File: config.mk
export PLATFORM = sky130hd
export DESIGN_NAME = mips_multicycle_control
export DESIGN_NICKNAME = d
export VERILOG_FILES = /design/src/rtl/mips_ctrl_pkg.sv /design/src/rtl/mc_state_decode.sv /design/src/rtl/mips_multicycle_control.sv
export SDC_FILE = /design/constraint.sdc
export NUM_CORES = 1
export LEC_CHECK = 0
export BUFFER_PORTS_ARGS = -buffer_cell sky130_fd_sc_hd__clkbuf_2
export CORE_MARGIN = 8
export CORE_UTILIZATION = 44
export DETAILED_ROUTE_END_ITERATION = 12
export PLACE_DENSITY = 0.77
export REMOVE_ABC_BUFFERS = 1
export SETUP_SLACK_MARGIN = 0.1
export SLEW_MARGIN = 20
export SYNTH_ARGS = -nofsm -noshare
export SYNTH_HDL_FRONTEND = slang
export SYNTH_SLANG_ARGS = --single-unit
File: constraint.sdc
create_clock -name clk -period 1.7 [get_ports clk]
set_input_delay 0.085 -clock clk [delete_from_list [all_inputs] [get_ports clk]]
set_output_delay 0.085 -clock clk [all_outputs]
set_load 0.1 [all_outputs]
File: src/rtl/mips_ctrl_pkg.sv
// Shared encodings for the multicycle MIPS control path: opcodes, aluop, mux selects, FSM states.
// MC_JAL_EN adds the JALEX state and makes opcode 0x03 legal.
package mips_ctrl_pkg;

  localparam logic [5:0] OP_RTYPE = 6'h00;
  localparam logic [5:0] OP_J     = 6'h02;
  localparam logic [5:0] OP_JAL   = 6'h03;
  localparam logic [5:0] OP_BEQ   = 6'h04;
  localparam logic [5:0] OP_ADDI  = 6'h08;
  localparam logic [5:0] OP_ANDI  = 6'h0C;
  localparam logic [5:0] OP_ORI   = 6'h0D;
  localparam logic [5:0] OP_LW    = 6'h23;
  localparam logic [5:0] OP_SW    = 6'h2B;

  localparam logic [2:0] ALU_ADD   = 3'b000;
  localparam logic [2:0] ALU_SUB   = 3'b001;
  localparam logic [2:0] ALU_RTYPE = 3'b010;
  localparam logic [2:0] ALU_AND   = 3'b011;
  localparam logic [2:0] ALU_OR    = 3'b100;

  localparam logic [1:0] SRCB_RT    = 2'b00;
  localparam logic [1:0] SRCB_FOUR  = 2'b01;
  localparam logic [1:0] SRCB_IMM   = 2'b10;
  localparam logic [1:0] SRCB_IMMSH = 2'b11;

  localparam logic [1:0] PCSRC_ALU    = 2'b00;
  localparam logic [1:0] PCSRC_ALUOUT = 2'b01;
  localparam logic [1:0] PCSRC_JUMP   = 2'b10;
  localparam logic [1:0] PCSRC_RS     = 2'b11;

  localparam logic [1:0] DST_RT = 2'b00;
  localparam logic [1:0] DST_RD = 2'b01;
  localparam logic [1:0] DST_RA = 2'b10;

  localparam logic [1:0] WB_ALUOUT = 2'b00;
  localparam logic [1:0] WB_MDR    = 2'b01;
  localparam logic [1:0] WB_PC     = 2'b10;

  typedef enum logic [3:0] {
    S_FETCH  = 4'd0,
    S_DECODE = 4'd1,
    S_MEMADR = 4'd2,
    S_MEMRD  = 4'd3,
    S_MEMWB  = 4'd4,
    S_MEMWR  = 4'd5,
    S_RTEXEC = 4'd6,
    S_RTWB   = 4'd7,
    S_BEQEX  = 4'd8,
    S_IMMEX  = 4'd9,
    S_IMMWB  = 4'd10,
`ifdef MC_JAL_EN
    S_JEX    = 4'd11,
    S_JALEX  = 4'd12
`else
    S_JEX    = 4'd11
`endif
  } state_t;

  typedef struct packed {
    logic [2:0] aluop;
    logic       alusrca;
    logic [1:0] alusrcb;
    logic       pcwrite;
    logic       pcwritecond;
    logic [1:0] pcsource;
    logic       iord;
    logic       memread;
    logic       memwrite;
    logic       irwrite;
    logic       regwrite;
    logic [1:0] regdst;
    logic [1:0] memtoreg;
    logic       instr_done;
    logic       illegal;
  } ctrl_t;

  function automatic logic op_legal(input logic [5:0] op);
    case (op)
      OP_LW, OP_SW, OP_RTYPE, OP_BEQ, OP_ADDI, OP_ANDI, OP_ORI, OP_J: op_legal = 1'b1;
`ifdef MC_JAL_EN
      OP_JAL: op_legal = 1'b1;
`endif
      default: op_legal = 1'b0;
    endcase
  endfunction

endpackage

File: src/rtl/mc_state_decode.sv
// Combinational state+opcode to control-word decoder; jumpreg only matters in RTEXEC.
// MC_JAL_EN enables the JALEX control word.
module mc_state_decode
  import mips_ctrl_pkg::*;
(
  input  state_t     state,
  input  logic [5:0] opcode,
  input  logic       jumpreg,
  output ctrl_t      cw
);

  always_comb begin
    cw = '0;
    case (state)
      S_FETCH: begin
        cw.memread = 1'b1;
        cw.irwrite = 1'b1;
        cw.pcwrite = 1'b1;
        cw.alusrcb = SRCB_FOUR;
        cw.aluop   = ALU_ADD;
      end
      S_DECODE: begin
        cw.alusrcb    = SRCB_IMMSH;
        cw.aluop      = ALU_ADD;
        cw.illegal    = !op_legal(opcode);
        cw.instr_done = !op_legal(opcode);
      end
      S_MEMADR: begin
        cw.alusrca = 1'b1;
        cw.alusrcb = SRCB_IMM;
        cw.aluop   = ALU_ADD;
      end
      S_MEMRD: begin
        cw.memread = 1'b1;
        cw.iord    = 1'b1;
      end
      S_MEMWB: begin
        cw.regwrite   = 1'b1;
        cw.regdst     = DST_RT;
        cw.memtoreg   = WB_MDR;
        cw.instr_done = 1'b1;
      end
      S_MEMWR: begin
        cw.memwrite   = 1'b1;
        cw.iord       = 1'b1;
        cw.instr_done = 1'b1;
      end
      S_RTEXEC: begin
        cw.alusrca = 1'b1;
        cw.alusrcb = SRCB_RT;
        cw.aluop   = ALU_RTYPE;
        // jr completes here straight from rs; no writeback cycle follows
        if (jumpreg) begin
          cw.pcwrite    = 1'b1;
          cw.pcsource   = PCSRC_RS;
          cw.instr_done = 1'b1;
        end
      end
      S_RTWB: begin
        cw.regwrite   = 1'b1;
        cw.regdst     = DST_RD;
        cw.memtoreg   = WB_ALUOUT;
        cw.instr_done = 1'b1;
      end
      S_BEQEX: begin
        cw.alusrca     = 1'b1;
        cw.alusrcb     = SRCB_RT;
        cw.aluop       = ALU_SUB;
        cw.pcwritecond = 1'b1;
        cw.pcsource    = PCSRC_ALUOUT;
        cw.instr_done  = 1'b1;
      end
      S_IMMEX: begin
        cw.alusrca = 1'b1;
        cw.alusrcb = SRCB_IMM;
        case (opcode)
          OP_ANDI: cw.aluop = ALU_AND;
          OP_ORI:  cw.aluop = ALU_OR;
          default: cw.aluop = ALU_ADD;
        endcase
      end
      S_IMMWB: begin
        cw.regwrite   = 1'b1;
        cw.regdst     = DST_RT;
        cw.memtoreg   = WB_ALUOUT;
        cw.instr_done = 1'b1;
      end
      S_JEX: begin
        cw.pcwrite    = 1'b1;
        cw.pcsource   = PCSRC_JUMP;
        cw.instr_done = 1'b1;
      end
`ifdef MC_JAL_EN
      S_JALEX: begin
        cw.pcwrite    = 1'b1;
        cw.pcsource   = PCSRC_JUMP;
        cw.regwrite   = 1'b1;
        cw.regdst     = DST_RA;
        cw.memtoreg   = WB_PC;
        cw.instr_done = 1'b1;
      end
`endif
      default: cw.instr_done = 1'b1;
    endcase
  end

endmodule

File: src/rtl/mips_multicycle_control.sv
// Multicycle MIPS main control: state register, next-state logic and reset gating of enables.
// MC_JAL_EN adds jal support via the JALEX state.
module mips_multicycle_control
  import mips_ctrl_pkg::*;
#(
  parameter int OPW  = 6,
  parameter int AOPW = 3
) (
  input  logic            clk,
  input  logic            reset,
  input  logic [OPW-1:0]  opcode,
  input  logic            jumpreg,
  output logic [AOPW-1:0] aluop,
  output logic            alusrca,
  output logic [1:0]      alusrcb,
  output logic            pcwrite,
  output logic            pcwritecond,
  output logic [1:0]      pcsource,
  output logic            iord,
  output logic            memread,
  output logic            memwrite,
  output logic            irwrite,
  output logic            regwrite,
  output logic [1:0]      regdst,
  output logic [1:0]      memtoreg,
  output logic            instr_done,
  output logic            illegal
);

  state_t state;
  state_t state_nxt;
  ctrl_t  cw;

  mc_state_decode u_decode (
    .state   (state),
    .opcode  (opcode),
    .jumpreg (jumpreg),
    .cw      (cw)
  );

  always_comb begin
    state_nxt = S_FETCH;
    case (state)
      S_FETCH: state_nxt = S_DECODE;
      S_DECODE: begin
        case (opcode)
          OP_LW, OP_SW:              state_nxt = S_MEMADR;
          OP_RTYPE:                  state_nxt = S_RTEXEC;
          OP_BEQ:                    state_nxt = S_BEQEX;
          OP_ADDI, OP_ANDI, OP_ORI:  state_nxt = S_IMMEX;
          OP_J:                      state_nxt = S_JEX;
`ifdef MC_JAL_EN
          OP_JAL:                    state_nxt = S_JALEX;
`endif
          default:                   state_nxt = S_FETCH;
        endcase
      end
      S_MEMADR: state_nxt = (opcode == OP_SW) ? S_MEMWR : S_MEMRD;
      S_MEMRD:  state_nxt = S_MEMWB;
      S_RTEXEC: state_nxt = jumpreg ? S_FETCH : S_RTWB;
      S_IMMEX:  state_nxt = S_IMMWB;
      default:  state_nxt = S_FETCH;
    endcase
  end

  always_ff @(posedge clk or posedge reset) begin
    if (reset) state <= S_FETCH;
    else       state <= state_nxt;
  end

  // State is already FETCH during reset, so only the enables need masking
  assign aluop       = cw.aluop;
  assign alusrca     = cw.alusrca;
  assign alusrcb     = cw.alusrcb;
  assign pcsource    = cw.pcsource;
  assign iord        = cw.iord;
  assign regdst      = cw.regdst;
  assign memtoreg    = cw.memtoreg;
  assign pcwrite     = cw.pcwrite     & ~reset;
  assign pcwritecond = cw.pcwritecond & ~reset;
  assign irwrite     = cw.irwrite     & ~reset;
  assign regwrite    = cw.regwrite    & ~reset;
  assign memwrite    = cw.memwrite    & ~reset;
  assign memread     = cw.memread     & ~reset;
  assign instr_done  = cw.instr_done  & ~reset;
  assign illegal     = cw.illegal     & ~reset;

endmodule
==> results.md, run 1 <==
- The worst-case clock buffer depth is 2.
- The number of distinct library cell variants in the gate-level netlist after synthesis is 36.
- The worst slack after detailed placement is 15.55 ps.
- A synthesized cell averages 6.696 um2.
- After synthesis the cells add up to 609.3 um2.
- Sorting the synthesized cells by area gives the leading types as sky130_fd_sc_hd__dfrtp_1 (16%), sky130_fd_sc_hd__nor2_1 (6.2%), sky130_fd_sc_hd__nor3_1 (5.7%).
- For this configuration, the core starts out at a cell density of 46.83%.
- The proportion of synthesized flip-flops having asynchronous set or reset is 100.0%.
- CTS saw 4 sinks.
- The die is 53.22 um tall.
- CTS built an H-tree with a depth of 1.
- At the end of routability-driven placement, the weighted congestion stood at 0.8916.
- The leading register cell type out of synthesis is sky130_fd_sc_hd__dfrtp_1.
- The tool reported: "[ERROR DPL-0038] Utilization greater than 100%, impossible to legalize".
- The port buffer count is 27.
- Counting every instance in the synthesized netlist gives 91.
- The sequential element share of the synthesized area is 16.43%.
- The halt point of the flow is global routing.
- The most frequent cell after synthesis is sky130_fd_sc_hd__nor2_1.
- The cell type with the highest aggregate area in the netlist is sky130_fd_sc_hd__dfrtp_1.
- The pin category terminating the worst setup path after the last repair is a primary output.
- Entering global routing, the biggest net connects 12 pins.
- The run stopped with a tool error.
- The post-synthesis sequential element count is 4.
- Of the post-synthesis cell area, the dominant cell type holds 16.43%.
- The die is 53.22 um wide.
- Row generation in the floorplan step produced 13 rows.
- For this run, the number of Yosys warnings is 0.
- In this run, CTS created clock tree buffers numbering 3.
- The count of flip-flops with a built-in enable after synthesis is 0.
- Counting tap cells, the placed design contains a total of 135 instances.
- During I/O placement, the number of pins put on the boundary was 30.
- Ranked by instance count, the synthesized netlist is headed by sky130_fd_sc_hd__nor2_1 (10), sky130_fd_sc_hd__nand2_1 (7), sky130_fd_sc_hd__nor3_1 (7), sky130_fd_sc_hd__a21oi_1 (6), sky130_fd_sc_hd__nand3_1 (6).
- The global-route repair_timing pass left the worst setup endpoint at instr_done.
- Clock tree synthesis selected as its root buffer the cell sky130_fd_sc_hd__clkbuf_4.
- The HPWL after detailed placement is 1847 um.
## per-stage QoR
step | area (um2) | TNS (ps) | util (%) | hold slack [ps]
2_1_floorplan | 563.0 | -19250 | - | -140.8
3_3_place_gp | 1065 | 0 | 81.83 | 30.73
3_5_place_dp | 1065 | 0 | 81.83 | 41.96
4_1_cts | 1214 | -203.5 | 93.27 | 222.4
## what timing repair did
action                     CTS
pin swaps                    4
setup endpoints to repair   16
buffers inserted             2
hold buffers                 1
hold endpoints to repair     4
gates resized for setup     25
## cells by family after synthesis
kind of cell | synth area share [%]
AO/OA/AOI/OAI | 18.69
XOR/XNOR | 1.438
buffers and inverters | 9.445
flip-flops | 16.43
multiplexers | 1.848
other | 0.6154
AND/OR/NAND/NOR | 51.54
==> run 2, diff against run 1 <==
--- a/config.mk
+++ b/config.mk
@@ -6,12 +6,11 @@
 export NUM_CORES = 1
 export LEC_CHECK = 0
 export BUFFER_PORTS_ARGS = -buffer_cell sky130_fd_sc_hd__clkbuf_2
-export CORE_MARGIN = 8
-export CORE_UTILIZATION = 44
+export CORE_AREA = 8 8 69 71
 export DETAILED_ROUTE_END_ITERATION = 12
-export PLACE_DENSITY = 0.77
+export DIE_AREA = 0 0 77 79
+export PLACE_DENSITY_LB_ADDON = 0.15
 export REMOVE_ABC_BUFFERS = 1
-export SETUP_SLACK_MARGIN = 0.1
 export SLEW_MARGIN = 20
 export SYNTH_ARGS = -nofsm -noshare
 export SYNTH_HDL_FRONTEND = slang
==> run 2 against run 1 <==
Against the previous run:
- the flow now finishes, with violations (negative setup slack)
- area after synthesis stayed put
- synthesized cell count unchanged
==> results.md, run 2 <==
- Setup repair after global routing could not meet its margin everywhere.
- No sink is reached through more buffers than the 2 on the longest clock path.
- The CTS tree is done.
- The type of element launching the critical path is a register.
- The number of global-route vias before repair is 827.
- The post-detailed-route via-to-cell ratio is 4.538.
- The DRC violation total after the first TritonRoute iteration is 30.
- Yosys mapped a number of flops with a built-in enable equal to 0.
- The first global-routing pass estimated 3815 um of wire.
- The final wirelength is 2340 um.
- The class of the tightest hold or removal check is input pin to register.
- Once placement finished, the instance area stood at 1154 um2.
- The number of instances in the synthesized netlist is 91.
- The commonest cells after synthesis are sky130_fd_sc_hd__nor2_1 (10), sky130_fd_sc_hd__nand2_1 (7), sky130_fd_sc_hd__nor3_1 (7), sky130_fd_sc_hd__a21oi_1 (6), sky130_fd_sc_hd__nand3_1 (6).
- With fillers left out, the area of the finished cells amounts to 1335 um2.
- The final worst-path setup slack is -6.267 ps.
- The highest clock frequency the design can meet is 0.5861 GHz.
- During I/O placement, the number of pins put on the boundary was 30.
- The placer's final routability congestion estimate is 0.8022.
- Dividing the detail-routed wire length by the instance count gives 12.86 um.
- The multi-input combinational cells in the finished layout cover a total of 564.3 um2.
- The core box area is 3799 um2.
- The leading register cell type out of synthesis is sky130_fd_sc_hd__dfrtp_1.
- The fill cell instance count of the final layout is 421.
- The initial utilization of the core area, before any placement, comes to 16.04%.
- The number of warnings issued by yosys is 0.
- The count of buffers added on input and output ports is 27.
- The register with the most flip-flops in the layout has 4 of them.
- At the worst endpoint, the arrival time is 1620 ps.
- The type of the setup path with the least slack is register to primary output.
- Along the worst path, the maximum fanout reaches 2.
- The worst min-delay path startpoint is jumpreg.
- The initial antenna violation count was 0.
- Compared with the post-synthesis result, the final layout area differs by 119.1%.
- The sequential cells in the finished layout cover a total of 102.6 um2.
- The run finished, with violations left.
- The worst setup path startpoint is state[3]$_DFF_PP0_.
- In the final layout, the share of cells above drive strength 1 is 53.03%.
- The static leakage is 0.5172 nW.
- The die covers 6083 um2.
- The overall via count from detail_route is 826.
- The critical register-to-register path startpoint is state[1]$_DFF_PP0_.
- The synthesized design spends more area on one cell type than any other, namely sky130_fd_sc_hd__dfrtp_1.
- Global routing used 7.440% of the available tracks.
- The number of max-slew violations in the final report is 0.
- After synthesis, the share of flip-flops with an asynchronous set or reset is 100.0%.
- The synthesized design contains 4 register bits.
- The final net count is 143.
- The count of final setup violators is 1.
- At the later pin of the worst-skew pair, clock insertion delay measures 220 ps.
- The final critical-path required period is 1706 ps.
- The total overflow left after global routing is 0.
- In the final layout, the registers with the most flip-flops are state: 4 flops.
- The top cell types in the final layout, fill and taps aside, are sky130_fd_sc_hd__buf_12 (18), sky130_fd_sc_hd__buf_4 (18), sky130_fd_sc_hd__clkbuf_2 (8).
- The clock net sink count is 4.
- The first TritonRoute pass finished after 4 iterations.
- Detailed placement ended at an HPWL of 1922 um.
- The number of maximum-capacitance violations is 0.
- The peak supply drop is 0.0003520 V.
- The die extent in x is 77 um.
- The total negative slack is -6.267 ps.
- After detailed placement, the design holds a cell count of 176.
- Entering global routing, the biggest net connects 14 pins.
- Measured along the y axis, the die boundary spans 79 um.
- Of the available clock period, the critical path in the final layout requires 100.4%.
- The checks that failed: negative setup slack.
- The clock skew is 3.667 ps.
- The clock tree root driver cell is sky130_fd_sc_hd__clkbuf_8.
- 0 antenna diodes ended up in the layout.
- The netlist area before placement is 609.3 um2.
- For the worst setup path, the data required time is 1620 ps.
- Power spread over the standard cell area amounts to 2098 nW/um2.
- The antenna violation net count after detailed routing is 0.
- The floorplan row count is 23.
- The number of remaining DRC errors is 0.
- The netlist uses 36 different library cells.
- Clock-pin slew was measured on the worst setup and hold paths at 30 ps.
- The worst slack after detailed placement is 59.91 ps.
- The count of H-tree levels built during CTS is 1.
- The worst setup path is captured at a primary output.
- The sequential element share of the synthesized area is 16.43%.
- The clock buffer count from CTS is 3.
- The post-layout instance count excluding filler cells is 182.
- The register with the most flip-flops in the final layout is state.
- Averaged over all synthesized cells, the footprint is 6.696 um2.
- The area share of the largest cell type after synthesis is 16.43%.
- Yosys instantiated no cell more often than sky130_fd_sc_hd__nor2_1.
- The final hold violation count is 0.
- By area the synthesized netlist is led by sky130_fd_sc_hd__dfrtp_1 (16%), sky130_fd_sc_hd__nor2_1 (6.2%), sky130_fd_sc_hd__nor3_1 (5.7%).
==> run 2: area by class of cell <==
| type | count | share of cell area (%) |
|---|---|---|
| repair buffers | 46 | 41.71 |
| flip-flops and latches | 4 | 7.685 |
| inverters | 2 | 0.5623 |
| well taps | 50 | 4.686 |
| multi-input cells | 77 | 42.27 |
| clock buffers | 3 | 3.093 |
==> run 2: repair_timing <==
item | CTS | global route
gates resized for setup | 14 | 13
endpoints found under the setup margin | 8 | 13
setup buffers | 0 | 2
pin swaps | 3 | 2
hold endpoints to repair | 4 | 0
hold buffers | 1 | 0
==> run 2: layer usage <==
layer	vias up	track usage [%]	part of all wire, %
li1	413	-	-
met5	-	0	0
met2	34	11.72	48
met1	379	9.796	48
met3	0	1.806	4.5
met4	0	2.264	0
==> run 2: worst paths after layout <==
kind	endpoint	slack, ps	cells past startpoint
hold reg to reg	state[0]$_DFF_PP0_	610	1
setup / recovery	instr_done	-6	5
setup reg to reg	state[0]$_DFF_PP0_	260	3
hold / removal	state[1]$_DFF_PP0_	310	4
min in group asynchronous	state[0]$_DFF_PP0_	490	4
max in group asynchronous	state[1]$_DFF_PP0_	1100	4
==> run 2: cell families after synthesis <==
group | Yosys count | synth area share (%)
DFF | 4 | 16.43
and+or+nand+nor | 56 | 51.54
other | 1 | 0.6154
buffers and inverters | 11 | 9.445
muxes | 1 | 1.848
AOI/OAI and AO/OA | 17 | 18.69
xor gates and xnor gates | 1 | 1.438
==> run 2: metrics by stage <==
| stage | hold slack (ps) | util, % | power, mW |
|---|---|---|---|
| after floorplan | -140.8 | - | 1.484 |
| after global placement | 125.7 | 30.37 | 2.409 |
| after detailed placement | 120.1 | 30.37 | 2.412 |
| after CTS | 284.3 | 33.40 | 2.725 |
| after global routing | 327.1 | 35.14 | 2.934 |
| final | 305.2 | 35.14 | 2.800 |
==> run 2: worst max-delay path, cell delays in order (launching register included) <==
cell,delay [ps]
sky130_fd_sc_hd__dfrtp_1,390
sky130_fd_sc_hd__nor2_2,110
sky130_fd_sc_hd__nand2_1,80
sky130_fd_sc_hd__or4_4,460
sky130_fd_sc_hd__o32ai_4,140
sky130_fd_sc_hd__buf_12,210
==> run 2: power breakdown <==
group | total [mW] | internal, mW | switching, mW | leakage (nW)
Combinational | 2.40 | 0.858 | 1.54 | 0.445
Clock | 0.199 | 0.151 | 0.0478 | 0.0216
Sequential | 0.201 | 0.135 | 0.0661 | 0.0503
Total | 2.80 | 1.14 | 1.66 | 0.517
No activity file was read; power rests on OpenSTA's default activity.
